--- config.mk ---
export PLATFORM = sky130hd
export DESIGN_NAME = rpn_eval_flat
export DESIGN_NICKNAME = d
export VERILOG_FILES = /design/src/rtl/rpn_pkg.sv /design/src/rtl/rpn_eval_if.sv /design/src/rtl/rpn_divider.sv /design/src/rtl/rpn_eval.sv /design/src/flat_wrapper.sv
export SDC_FILE = /design/constraint.sdc
export NUM_CORES = 1
export LEC_CHECK = 0
export ABC_CLOCK_PERIOD_IN_PS = 11460
export CORE_MARGIN = 2
export CORE_UTILIZATION = 39
export DETAILED_ROUTE_END_ITERATION = 10
export GPL_ROUTABILITY_DRIVEN = 0
export PLACE_DENSITY = 0.58
export REMOVE_ABC_BUFFERS = 1
export SYNTH_ARGS = -nofsm -noshare
export SYNTH_HDL_FRONTEND = slang
export SYNTH_SLANG_ARGS = --single-unit
export TNS_END_PERCENT = 30
--- constraint.sdc ---
create_clock -name clk -period 11.46 [get_ports clk]
set_clock_uncertainty 0.05 [all_clocks]
set_input_delay 2.292 -clock clk [delete_from_list [all_inputs] [get_ports clk]]
set_output_delay 2.292 -clock clk [all_outputs]
set_load 0.05 [all_outputs]
--- src/rtl/rpn_pkg.sv ---
// Shared types for the RPN evaluator: operator codes, error codes and FSM states.
package rpn_pkg;

    typedef enum logic [3:0] {
        OP_ADD = 4'd0,
        OP_SUB = 4'd1,
        OP_MUL = 4'd2,
        OP_DIV = 4'd3
    } op_e;

    typedef enum logic [2:0] {
        ERR_NONE      = 3'd0,
        ERR_UNDERFLOW = 3'd1,
        ERR_OVERFLOW  = 3'd2,
        ERR_DIV0      = 3'd3,
        ERR_LEFTOVER  = 3'd4
    } err_e;

    typedef enum logic [2:0] {
        S_IDLE,
        S_EXEC,
        S_DIV,
        S_FIN,
        S_EMIT
    } state_e;

endpackage

--- src/rtl/rpn_eval_if.sv ---
// Character-in / result-out handshake bundle between the parser, the evaluator and the TX side.
interface rpn_eval_if #(parameter int WIDTH = 16);
    logic             in_valid;
    logic             in_ready;
    logic             is_eol;
    logic             is_op;
    logic [3:0]       op;
    logic             is_space;
    logic [3:0]       digit;
    logic             res_valid;
    logic             res_ready;
    logic [WIDTH-1:0] res_data;
    logic             res_err;
    logic [2:0]       err_code;

    modport slave (
        input  in_valid, is_eol, is_op, op, is_space, digit, res_ready,
        output in_ready, res_valid, res_data, res_err, err_code
    );

    modport master (
        output in_valid, is_eol, is_op, op, is_space, digit, res_ready,
        input  in_ready, res_valid, res_data, res_err, err_code
    );
endinterface

--- src/rtl/rpn_divider.sv ---
// Iterative unsigned restoring divider, one quotient bit per cycle, quotient only.
// The first step is taken on the start edge so done rises WIDTH cycles after start.
module rpn_divider #(
    parameter int WIDTH = 16
) (
    input  logic             clk,
    input  logic             rst_n,
    input  logic             start,
    input  logic [WIDTH-1:0] dividend,
    input  logic [WIDTH-1:0] divisor,
    output logic             busy,
    output logic             done,
    output logic [WIDTH-1:0] quotient
);
    localparam int CW = $clog2(WIDTH);

    logic [WIDTH-1:0] rem_q, rem_d, quo_q, quo_d, dvs_q, dvs_d;
    logic [WIDTH-1:0] src_rem, src_quo, src_dvs, step_rem, step_quo;
    logic [WIDTH:0]   trial;
    logic [CW-1:0]    cnt_q, cnt_d;
    logic             busy_q, busy_d, done_q, done_d;

    // Remainder stays below the divisor, so the trial value never needs more than WIDTH+1 bits.
    always_comb begin
        src_rem = start ? '0 : rem_q;
        src_quo = start ? dividend : quo_q;
        src_dvs = start ? divisor : dvs_q;
        trial   = {src_rem, src_quo[WIDTH-1]};
        if (trial >= {1'b0, src_dvs}) begin
            step_rem = WIDTH'(trial - {1'b0, src_dvs});
            step_quo = {src_quo[WIDTH-2:0], 1'b1};
        end else begin
            step_rem = trial[WIDTH-1:0];
            step_quo = {src_quo[WIDTH-2:0], 1'b0};
        end
    end

    always_comb begin
        rem_d  = rem_q;
        quo_d  = quo_q;
        dvs_d  = dvs_q;
        cnt_d  = cnt_q;
        busy_d = busy_q;
        done_d = 1'b0;
        if (start) begin
            rem_d  = step_rem;
            quo_d  = step_quo;
            dvs_d  = divisor;
            cnt_d  = CW'(WIDTH - 1);
            busy_d = 1'b1;
        end else if (busy_q) begin
            rem_d = step_rem;
            quo_d = step_quo;
            cnt_d = cnt_q - CW'(1);
            if (cnt_q == CW'(1)) begin
                busy_d = 1'b0;
                done_d = 1'b1;
            end
        end
    end

    always_ff @(posedge clk or negedge rst_n) begin
        if (!rst_n) begin
            rem_q  <= '0;
            quo_q  <= '0;
            dvs_q  <= '0;
            cnt_q  <= '0;
            busy_q <= 1'b0;
            done_q <= 1'b0;
        end else begin
            rem_q  <= rem_d;
            quo_q  <= quo_d;
            dvs_q  <= dvs_d;
            cnt_q  <= cnt_d;
            busy_q <= busy_d;
            done_q <= done_d;
        end
    end

    assign busy     = busy_q;
    assign done     = done_q;
    assign quotient = quo_q;
endmodule

--- src/rtl/rpn_eval.sv ---
// Reverse-Polish evaluator: builds decimal operands, runs + - * / on a small stack,
// and emits one result or error word per line.
module rpn_eval
    import rpn_pkg::*;
#(
    parameter int WIDTH = 16,
    parameter int DEPTH = 8
) (
    input  logic       clk,
    input  logic       rst_n,
    rpn_eval_if.slave  bus
);
    localparam int DW = $clog2(DEPTH + 1);
    localparam int IW = $clog2(DEPTH);

    state_e                      state_q, state_d;
    logic [DEPTH-1:0][WIDTH-1:0] stk_q, stk_d;
    logic [DW-1:0]               depth_q, depth_d;
    logic [WIDTH-1:0]            acc_q, acc_d;
    logic                        pend_q, pend_d;
    err_e                        err_q, err_d, res_code_q, res_code_d;
    op_e                         op_q, op_d;
    logic [WIDTH-1:0]            res_data_q, res_data_d;

    logic                        push;
    logic [IW-1:0]               idx_a, idx_b, idx_push;
    logic [WIDTH-1:0]            opa, opb;
    logic                        div_start, div_busy, div_done;
    logic [WIDTH-1:0]            div_quo;

    assign idx_b    = IW'(depth_q - DW'(1));
    assign idx_a    = IW'(depth_q - DW'(2));
    assign idx_push = IW'(depth_q);
    assign opa      = stk_q[idx_a];
    assign opb      = stk_q[idx_b];

    rpn_divider #(.WIDTH(WIDTH)) u_div (
        .clk      (clk),
        .rst_n    (rst_n),
        .start    (div_start),
        .dividend (opa),
        .divisor  (opb),
        .busy     (div_busy),
        .done     (div_done),
        .quotient (div_quo)
    );

    always_comb begin
        state_d    = state_q;
        stk_d      = stk_q;
        depth_d    = depth_q;
        acc_d      = acc_q;
        pend_d     = pend_q;
        err_d      = err_q;
        op_d       = op_q;
        res_data_d = res_data_q;
        res_code_d = res_code_q;
        push       = 1'b0;
        div_start  = 1'b0;

        case (state_q)
            S_IDLE: begin
                if (bus.in_valid) begin
                    if (bus.is_eol) begin
                        push    = pend_q && (err_q == ERR_NONE);
                        acc_d   = '0;
                        pend_d  = 1'b0;
                        state_d = S_FIN;
                    end else if (err_q != ERR_NONE) begin
                        // Line already failed: swallow everything up to EOL.
                        acc_d  = '0;
                        pend_d = 1'b0;
                    end else if (bus.is_op) begin
                        push    = pend_q;
                        acc_d   = '0;
                        pend_d  = 1'b0;
                        op_d    = op_e'(bus.op);
                        state_d = S_EXEC;
                    end else if (bus.is_space) begin
                        push   = pend_q;
                        acc_d  = '0;
                        pend_d = 1'b0;
                    end else if (bus.digit <= 4'd9) begin
                        acc_d  = acc_q * WIDTH'(10) + WIDTH'(bus.digit);
                        pend_d = 1'b1;
                    end
                end
            end

            S_EXEC: begin
                state_d = S_IDLE;
                if (err_q == ERR_NONE) begin
                    if (depth_q < DW'(2)) begin
                        err_d = ERR_UNDERFLOW;
                    end else begin
                        case (op_q)
                            OP_ADD: begin
                                stk_d[idx_a] = opa + opb;
                                depth_d      = depth_q - DW'(1);
                            end
                            OP_SUB: begin
                                stk_d[idx_a] = opa - opb;
                                depth_d      = depth_q - DW'(1);
                            end
                            OP_MUL: begin
                                stk_d[idx_a] = opa * opb;
                                depth_d      = depth_q - DW'(1);
                            end
                            OP_DIV: begin
                                if (opb == '0) begin
                                    err_d = ERR_DIV0;
                                end else begin
                                    div_start = 1'b1;
                                    state_d   = S_DIV;
                                end
                            end
                            default: ;
                        endcase
                    end
                end
            end

            S_DIV: begin
                if (div_done) begin
                    stk_d[idx_a] = div_quo;
                    depth_d      = depth_q - DW'(1);
                    state_d      = S_IDLE;
                end
            end

            S_FIN: begin
                if (err_q != ERR_NONE) begin
                    res_code_d = err_q;
                    res_data_d = '0;
                    state_d    = S_EMIT;
                end else if (depth_q == DW'(0)) begin
                    state_d = S_IDLE;
                end else if (depth_q == DW'(1)) begin
                    res_data_d = opb;
                    state_d    = S_EMIT;
                end else begin
                    res_code_d = ERR_LEFTOVER;
                    res_data_d = '0;
                    state_d    = S_EMIT;
                end
            end

            S_EMIT: begin
                if (bus.res_ready) begin
                    depth_d    = '0;
                    acc_d      = '0;
                    pend_d     = 1'b0;
                    err_d      = ERR_NONE;
                    res_data_d = '0;
                    res_code_d = ERR_NONE;
                    state_d    = S_IDLE;
                end
            end

            default: state_d = S_IDLE;
        endcase

        // A full stack rejects the push and poisons the line.
        if (push) begin
            if (depth_q == DW'(DEPTH)) begin
                err_d = ERR_OVERFLOW;
            end else begin
                stk_d[idx_push] = acc_q;
                depth_d         = depth_q + DW'(1);
            end
        end
    end

    always_ff @(posedge clk or negedge rst_n) begin
        if (!rst_n) begin
            state_q    <= S_IDLE;
            stk_q      <= '0;
            depth_q    <= '0;
            acc_q      <= '0;
            pend_q     <= 1'b0;
            err_q      <= ERR_NONE;
            op_q       <= OP_ADD;
            res_data_q <= '0;
            res_code_q <= ERR_NONE;
        end else begin
            state_q    <= state_d;
            stk_q      <= stk_d;
            depth_q    <= depth_d;
            acc_q      <= acc_d;
            pend_q     <= pend_d;
            err_q      <= err_d;
            op_q       <= op_d;
            res_data_q <= res_data_d;
            res_code_q <= res_code_d;
        end
    end

    assign bus.in_ready  = (state_q == S_IDLE) && !div_busy;
    assign bus.res_valid = (state_q == S_EMIT);
    assign bus.res_data  = res_data_q;
    assign bus.res_err   = (res_code_q != ERR_NONE);
    assign bus.err_code  = res_code_q;
endmodule

--- src/flat_wrapper.sv ---
// flat-port wrapper written by rule: the top's interface ports become plain ports
module rpn_eval_flat import rpn_pkg::*;
#(
    parameter int WIDTH = 16,
    parameter int DEPTH = 8
)
  (clk, rst_n, bus_in_valid, bus_is_eol, bus_is_op, bus_op, bus_is_space, bus_digit, bus_res_ready, bus_in_ready, bus_res_valid, bus_res_data, bus_res_err, bus_err_code);
  rpn_eval_if #(.WIDTH(WIDTH)) bus_i ();
  input  logic clk;
  input  logic rst_n;
  input wire logic [$bits(bus_i.in_valid)-1:0] bus_in_valid;
  input wire logic [$bits(bus_i.is_eol)-1:0] bus_is_eol;
  input wire logic [$bits(bus_i.is_op)-1:0] bus_is_op;
  input wire logic [$bits(bus_i.op)-1:0] bus_op;
  input wire logic [$bits(bus_i.is_space)-1:0] bus_is_space;
  input wire logic [$bits(bus_i.digit)-1:0] bus_digit;
  input wire logic [$bits(bus_i.res_ready)-1:0] bus_res_ready;
  output wire logic [$bits(bus_i.in_ready)-1:0] bus_in_ready;
  output wire logic [$bits(bus_i.res_valid)-1:0] bus_res_valid;
  output wire logic [$bits(bus_i.res_data)-1:0] bus_res_data;
  output wire logic [$bits(bus_i.res_err)-1:0] bus_res_err;
  output wire logic [$bits(bus_i.err_code)-1:0] bus_err_code;
  assign bus_i.in_valid = bus_in_valid;
  assign bus_i.is_eol = bus_is_eol;
  assign bus_i.is_op = bus_is_op;
  assign bus_i.op = bus_op;
  assign bus_i.is_space = bus_is_space;
  assign bus_i.digit = bus_digit;
  assign bus_i.res_ready = bus_res_ready;
  assign bus_in_ready = bus_i.in_ready;
  assign bus_res_valid = bus_i.res_valid;
  assign bus_res_data = bus_i.res_data;
  assign bus_res_err = bus_i.res_err;
  assign bus_err_code = bus_i.err_code;
  rpn_eval #(.WIDTH(WIDTH), .DEPTH(DEPTH)) u_core (.clk(clk), .rst_n(rst_n), .bus(bus_i));
endmodule
Word level (Yosys, flattened, before mapping)
Index checks and enable logic that the tools add are counted.
{"block": "word_totals", "ram_bits": 0, "out_inout_bits": 22, "inputBits": 15, "mem_bits_ro": 0, "ff_bits": 232, "latchBits": 0, "wordCells": 182, "n_memories": 0}
{"block": "op_classes", "magnitude_cmp": 8, "reduce_logical": 21, "mul": 2, "addsub": 8, "muxes": 101, "eq_ne": 18, "n_bitwise": 2, "shift": 0, "n_div": 0}
{"op": "128-bit bitwise mux", "n": 5}
{"op": "128-bit 2-to-1 mux", "n": 5}
{"op": "128-bit case mux with 3 select lines", "n": 1}
{"op": "16-bit 2-to-1 mux", "n": 22}
{"op": "128-bit case mux with 2 select lines", "n": 1}
{"op": "16-bit binary-select mux with 3-bit select", "n": 2}
{"op": "16-bit demux with 3-bit select", "n": 2}
{"op": "16-bit case mux with 2 select lines", "n": 2}
{"op": "3-bit 2-to-1 mux", "n": 21}
{"op": "4-bit 2-to-1 mux", "n": 9}
{"op": "16-bit subtractor", "n": 2}
{"op": "1-bit 2-to-1 mux", "n": 25}
{"op": "17-bit by 16-bit greater-or-equal comparator with 1-bit output", "n": 1}
{"op": "16-bit adder", "n": 1}
{"op": "16-bit by 4-bit adder with 16-bit output", "n": 1}
{"op": "16-bit logical NOT", "n": 1}
{"op": "16-bit by 16-bit multiplier with 16-bit output", "n": 1}
{"op": "16-bit by 3-bit multiplier with 15-bit output (second input constant)", "n": 1}
{"op": "3-bit case mux with 5 select lines", "n": 1}
{"op": "4-bit by 1-bit equality test with 1-bit output (second input constant)", "n": 3}
{"op": "3-bit by 4-bit < comparator with 1-bit output (second input constant)", "n": 3}
{"op": "3-bit case mux with 2 select lines", "n": 2}
{"op": "4-bit case mux with 3 select lines", "n": 1}
{"op": "5-bit AND reduction", "n": 2}
{"op": "27 further kinds", "n": 45}

Depth between registers and ports, before layout
{"block": "logic_depth", "ltp_word": 14, "mapped_depth": 37, "ltp_nobuf": 30}

Modules after synthesis
From an unflattened synthesis, not the netlist that was laid out.
{"block": "unflattened", "hier_cells": 2462, "hier_area_um2": 21391.8}
{"mod": "rpn_eval", "area_per_inst_um2": 17952.2, "seq_area_each_um2": 4454.3, "cells_per_inst": 2090, "n_inst": 1}
{"mod": "rpn_divider", "area_per_inst_um2": 3439.5, "seq_area_each_um2": 1351.3, "cells_per_inst": 372, "n_inst": 1}

Worst setup path after synthesis
OpenSTA, ideal clock, no wires.
{"block": "synth_timing", "path_type": "reg2reg", "start": "register u_core.depth_q[1]", "end": "register u_core.stk_q[14] (netlist name)", "t_required_ns": 11.275, "n_path_buf": 6, "synth_period_minus_slack_ns": 8.139, "arrival_time_ns": 7.954, "setup_time_ns": 0.135, "setup_slack_ns": 3.321, "stages_incl_launch_ff": 32, "path_cell_list": "dfrtp_1 > buf_2 > buf_2 > buf_2 > inv_1 > ha_1 > buf_4 > buf_6 > mux4_2 > mux2i_1 > clkbuf_1 > inv_1 > ha_1 > fa_1 > inv_1 > fa_1 > inv_1 > ha_1 > fa_1 > fa_1 > inv_1 > fa_1 > inv_1 > ha_1 > a2111oi_0 > o31ai_1 > a21o_1 > a21oi_1 > xor2_1 > nand2b_1 > nor4bb_1 > o31ai_1"}
{"element": "start: declaration", "line": "rpn_eval.sv:18", "rtl": "logic [DW-1:0] depth_q, depth_d;"}
{"element": "start signal: assignment", "line": "rpn_eval.sv:188", "rtl": "depth_q <= depth_d;"}
{"element": "end signal: assignment", "line": "rpn_eval.sv:187", "rtl": "stk_q <= stk_d;"}
{"element": "end: declaration", "line": "rpn_eval.sv:17", "rtl": "logic [DEPTH-1:0][WIDTH-1:0] stk_q, stk_d;"}

Worst setup path in the final report
{"block": "layout_timing", "start": "register u_core.depth_q[0]", "end": "register u_core.u_div.rem_q[5]"}
{"block": "layout_via", "elab_chain_cells": 14, "word_cells_on_any_way": 22, "classes_between": "add/sub: 3; order compare: 2; mux: 15; reduce/logical: 2"}
{"element": "4-bit by 1-bit subtractor with 4-bit output"}
{"element": "16-bit binary-select mux with 3-bit select", "line": "rpn_eval.sv:35", "rtl": "assign opb = stk_q[idx_b];"}
{"element": "16-bit 2-to-1 mux (implied by the code)", "line": "rpn_eval.sv:35"}
{"element": "16-bit logical NOT", "line": "rpn_eval.sv:110", "rtl": "if (opb == '0) begin"}
{"element": "1-bit 2-to-1 mux", "line": "rpn_eval.sv:110"}
{"element": "1-bit 2-to-1 mux", "line": "rpn_eval.sv:96", "rtl": "case (op_q)"}
{"element": "1-bit 2-to-1 mux", "line": "rpn_eval.sv:93", "rtl": "if (depth_q < DW'(2)) begin"}
{"element": "1-bit 2-to-1 mux", "line": "rpn_eval.sv:92", "rtl": "if (err_q == ERR_NONE) begin"}
{"element": "1-bit 2-to-1 mux", "line": "rpn_eval.sv:61", "rtl": "case (state_q)"}
{"element": "16-bit 2-to-1 mux (on tied branches)"}
{"element": "16-bit subtractor / 17-bit by 16-bit greater-or-equal comparator with 1-bit output (equally long branches)", "line": "rpn_divider.sv:30, rpn_divider.sv:29"}
{"element": "16-bit 2-to-1 mux", "line": "rpn_divider.sv:29", "rtl": "if (trial >= {1'b0, src_dvs}) begin"}
{"element": "16-bit 2-to-1 mux", "line": "rpn_divider.sv:51", "rtl": "end else if (busy_q) begin"}
{"element": "16-bit 2-to-1 mux", "line": "rpn_divider.sv:45", "rtl": "if (start) begin"}
{"element": "end signal: assignment", "line": "rpn_divider.sv:71", "rtl": "rem_q <= rem_d;"}
{"element": "end: declaration", "line": "rpn_divider.sv:17", "rtl": "logic [WIDTH-1:0] rem_q, rem_d, quo_q, quo_d, dvs_q, dvs_d;"}
Parallel ways exist; a longest one is shown, timed or not. The select of a mux whose other input is x is not followed.
A chain may end at the register's enable or synchronous reset.

==> impl_metrics.env <==
export IMPL_grt_pass1_wl_um=150000
export IMPL_final_layout_size_suffix_gt1_frac=0.0884
export IMPL_ys_ff_latch=232
export IMPL_r2r_start="u_core.depth_q[0]"
export IMPL_finalSetupTns_ns=0
export IMPL_fillers=5876
export IMPL_worst_pin_slew_ns=1.40
export IMPL_fin_crit_ns=9.70
export IMPL_synthTopCellsByArea="dfrtp_1 (25%), fa_1 (7.2%), ha_1 (7.2%)"
export IMPL_numCtsBuffers=29
export IMPL_multi_input_area_um2=15900
export IMPL_drc_errors=0
export IMPL_wl_per_cell_um=28.6
export IMPL_routed_wl_um=103000
export IMPL_finalNetCount=3040
export IMPL_yosysMostFrequentCell="nor2_1"
export IMPL_avgSynthCellArea_um2=8.14
export IMPL_first_pass_iters=11
export IMPL_die_h_um=248
export IMPL_min_to="u_core.bus.res_data[11]"
export IMPL_yosysWarnings=0
export IMPL_via_count=23907
export IMPL_max_stage_delay_ns=1.07
export IMPL_ctsRootBufferMaster="clkbuf_16"
export IMPL_overflow=0
export IMPL_cts_buffer_depth=3
export IMPL_fp_row_count=89
export IMPL_setup_slack_ns=1.76
export IMPL_syn_area_um2=23300
export IMPL_slew_headroom=0.0667
export IMPL_track_usage=0.330
export IMPL_hpwl_um=71600
export IMPL_cap_viol_max_count=0
export IMPL_min_delay_start="u_core.bus.res_data[11]"
export IMPL_required_ns=11.88
export IMPL_die_x_um=248
export IMPL_rr_worst_depth=23
export IMPL_status="completed"
export IMPL_synth_enable_flop_cells=0
export IMPL_grt_max_degree=93
export IMPL_grt_pass1_vias=22376
export IMPL_port_buffers=36
export IMPL_dp_slack_ns=1.96
export IMPL_cp_end_kind="flip-flop"
export IMPL_antenna_found_initial=2
export IMPL_hold_depth=2
export IMPL_synth_yosys_seq_area_share=0.250
export IMPL_num_io_pins=37
export IMPL_async_reset_ff_frac=1.00
export IMPL_floorplan_initialDensity=0.394
export IMPL_critical_path_class="reg -> reg"
export IMPL_critPathLaunchType="flip-flop"
export IMPL_cts_tree="done"
export IMPL_htree_levels=1
export IMPL_drv_slew=0
export IMPL_postCtsSetupBuffers=0
export IMPL_ys_types=86
export IMPL_worst_skew_pair_late_latency_ns=0.62
export IMPL_ant_nets=0
export IMPL_die_area_um2=61600
export IMPL_path_cells="inv_1 > ha_2 > buf_4 > mux4_2 > or4_1 > nor3_1 > a31oi_1 > nor4_2 > nor2_4 > buf_4 > o21ai_0 > ha_1 > nor2b_1 > o21ai_0 > a21boi_1 > o211ai_1 > a211oi_1 > or4b_1 > and3_1 > a211oi_4 > or3b_1 > a21bo_1 > a221o_1"
export IMPL_rsz0062_at_grt="no"
export IMPL_yosys_area_top_type="dfrtp_1"
export IMPL_clock_fmax_ghz=0.103
export IMPL_final_util=0.431
export IMPL_cts_repair_resized=0
export IMPL_finalCritPeriodShare=0.847
export IMPL_core_area_um2=59000
export IMPL_slowest_stage="ha_2"
export IMPL_clk_pin_slew_worst_paths_ns=0.08
export IMPL_reg2reg_to="u_core.u_div.rem_q[5]"
export IMPL_area_growth_pct=9.41
export IMPL_synth_top_cell_area_share=0.250
export IMPL_synthFlopType="dfrtp_1"
export IMPL_rrSetupSlack_ns=1.76
export IMPL_via_per_inst=6.64
export IMPL_path_max_fanout=46
export IMPL_regArea_um2=5810
export IMPL_final_hold_violation_count=0
export IMPL_antenna_cells=0
export IMPL_postSynthCellCount=2858
export IMPL_cts_hold_buffers_added=0
export IMPL_ys_top_cells_by_count="nor2_1 (338), nand2_1 (292), a21oi_1 (280), o21ai_0 (243), dfrtp_1 (232)"
export IMPL_drt_iter0_markers=4290
export IMPL_final_setup_viol_count=0
export IMPL_hp_class="reg -> reg"
export IMPL_arrival_ns=10.13
export IMPL_clock_sinks=232
[critical path, delay by kind of cell (launching register included)]
| family | cells | cell delay, ns |
|---|---|---|
| AO/OA/AOI/OAI | 9 | 2.76 |
| adder cells (fa/ha/maj) | 2 | 1.35 |
| buffers and inverters | 3 | 1.05 |
| flip-flops | 1 | 0.91 |
| multiplexers | 1 | 0.47 |
| AND/OR/NAND/NOR | 8 | 2.89 |
[metrics by stage]
stage               cells  hold WS (ns)  instance area [µm²]
CTS                  3601         0.438                25400
detailed placement   3548         0.419                24400
global placement     3548         0.415                24400
floorplan            2662         0.397                22400
finish               3602         0.433                25400
global route         3602         0.460                25400
[layer usage]
layer,GRT usage,vias to the layer above,wire (µm)
li1,-,10049,-
met1,0.438,11459,39400
met2,0.463,1906,41200
met3,0.106,493,14500
met4,0.208,0,8030
met5,0.00159,-,0
[state kept, by name (all words and copies together) (netlist names), 4 cells and up]
register,count
u_core.u_div.quotient,16
u_core.u_div.rem_q,16
u_core.u_div.cnt_q,4
u_core.u_div.dvs_q,16
u_core.depth_q,4
u_core.op_q,4
u_core.bus.res_data,16
u_core.acc_q,16
u_core.stk_q,128
[placed cells by master (no fill, tap or decap), types with 39 or more instances in the layout]
cell / n
nor2_1: 330
nand2_1: 291
a21oi_1: 280
o21ai_0: 242
dfrtp_1: 230
inv_1: 194
ha_1: 133
fa_1: 84
nand3_1: 80
buf_4: 78
xnor2_1: 59
mux4_2: 57
nor3_1: 47
a21o_1: 43
nor2b_1: 39
[final cells by class]
type / instances / area share
multi-input combinational: 2233 / 0.626
timing repair buffer: 114 / 0.0374
inverter: 197 / 0.0292
clock buffer: 35 / 0.0306
sequential: 232 / 0.228
tap: 773 / 0.0380
clock inverter: 18 / 0.0103
[cell families (layout without fill, tap and decap cells)]
kind of cell               Yosys count  in the layout  share of synthesized area
muxes                              111            111                     0.0886
xor gates and xnor gates            87             87                     0.0347
DFF                                232            232                      0.250
adders and majority gates          218            218                      0.144
buffers and inverters              393            364                     0.0686
AOI/OAI and AO/OA                  880            880                      0.234
and+or+nand+nor                    937            937                      0.180
[worst max path at each step]
stage,start,end,slack [ns],cells after the start
floorplan,u_core.depth_q[0],u_core.u_div.rem_q[5],-0.92,20
global placement,u_core.depth_q[0],u_core.stk_q[62],2.22,27
detailed placement,u_core.depth_q[0],u_core.u_div.rem_q[5],1.96,22
CTS,u_core.depth_q[0],u_core.u_div.rem_q[5],1.90,22
global route,u_core.depth_q[0],u_core.stk_q[78],1.23,27
finish,u_core.depth_q[0],u_core.u_div.rem_q[5],1.76,23
Power is left out: the tool's default activity adds up to more than one toggle a clock period on the data nets, which glitch-free logic cannot reach.
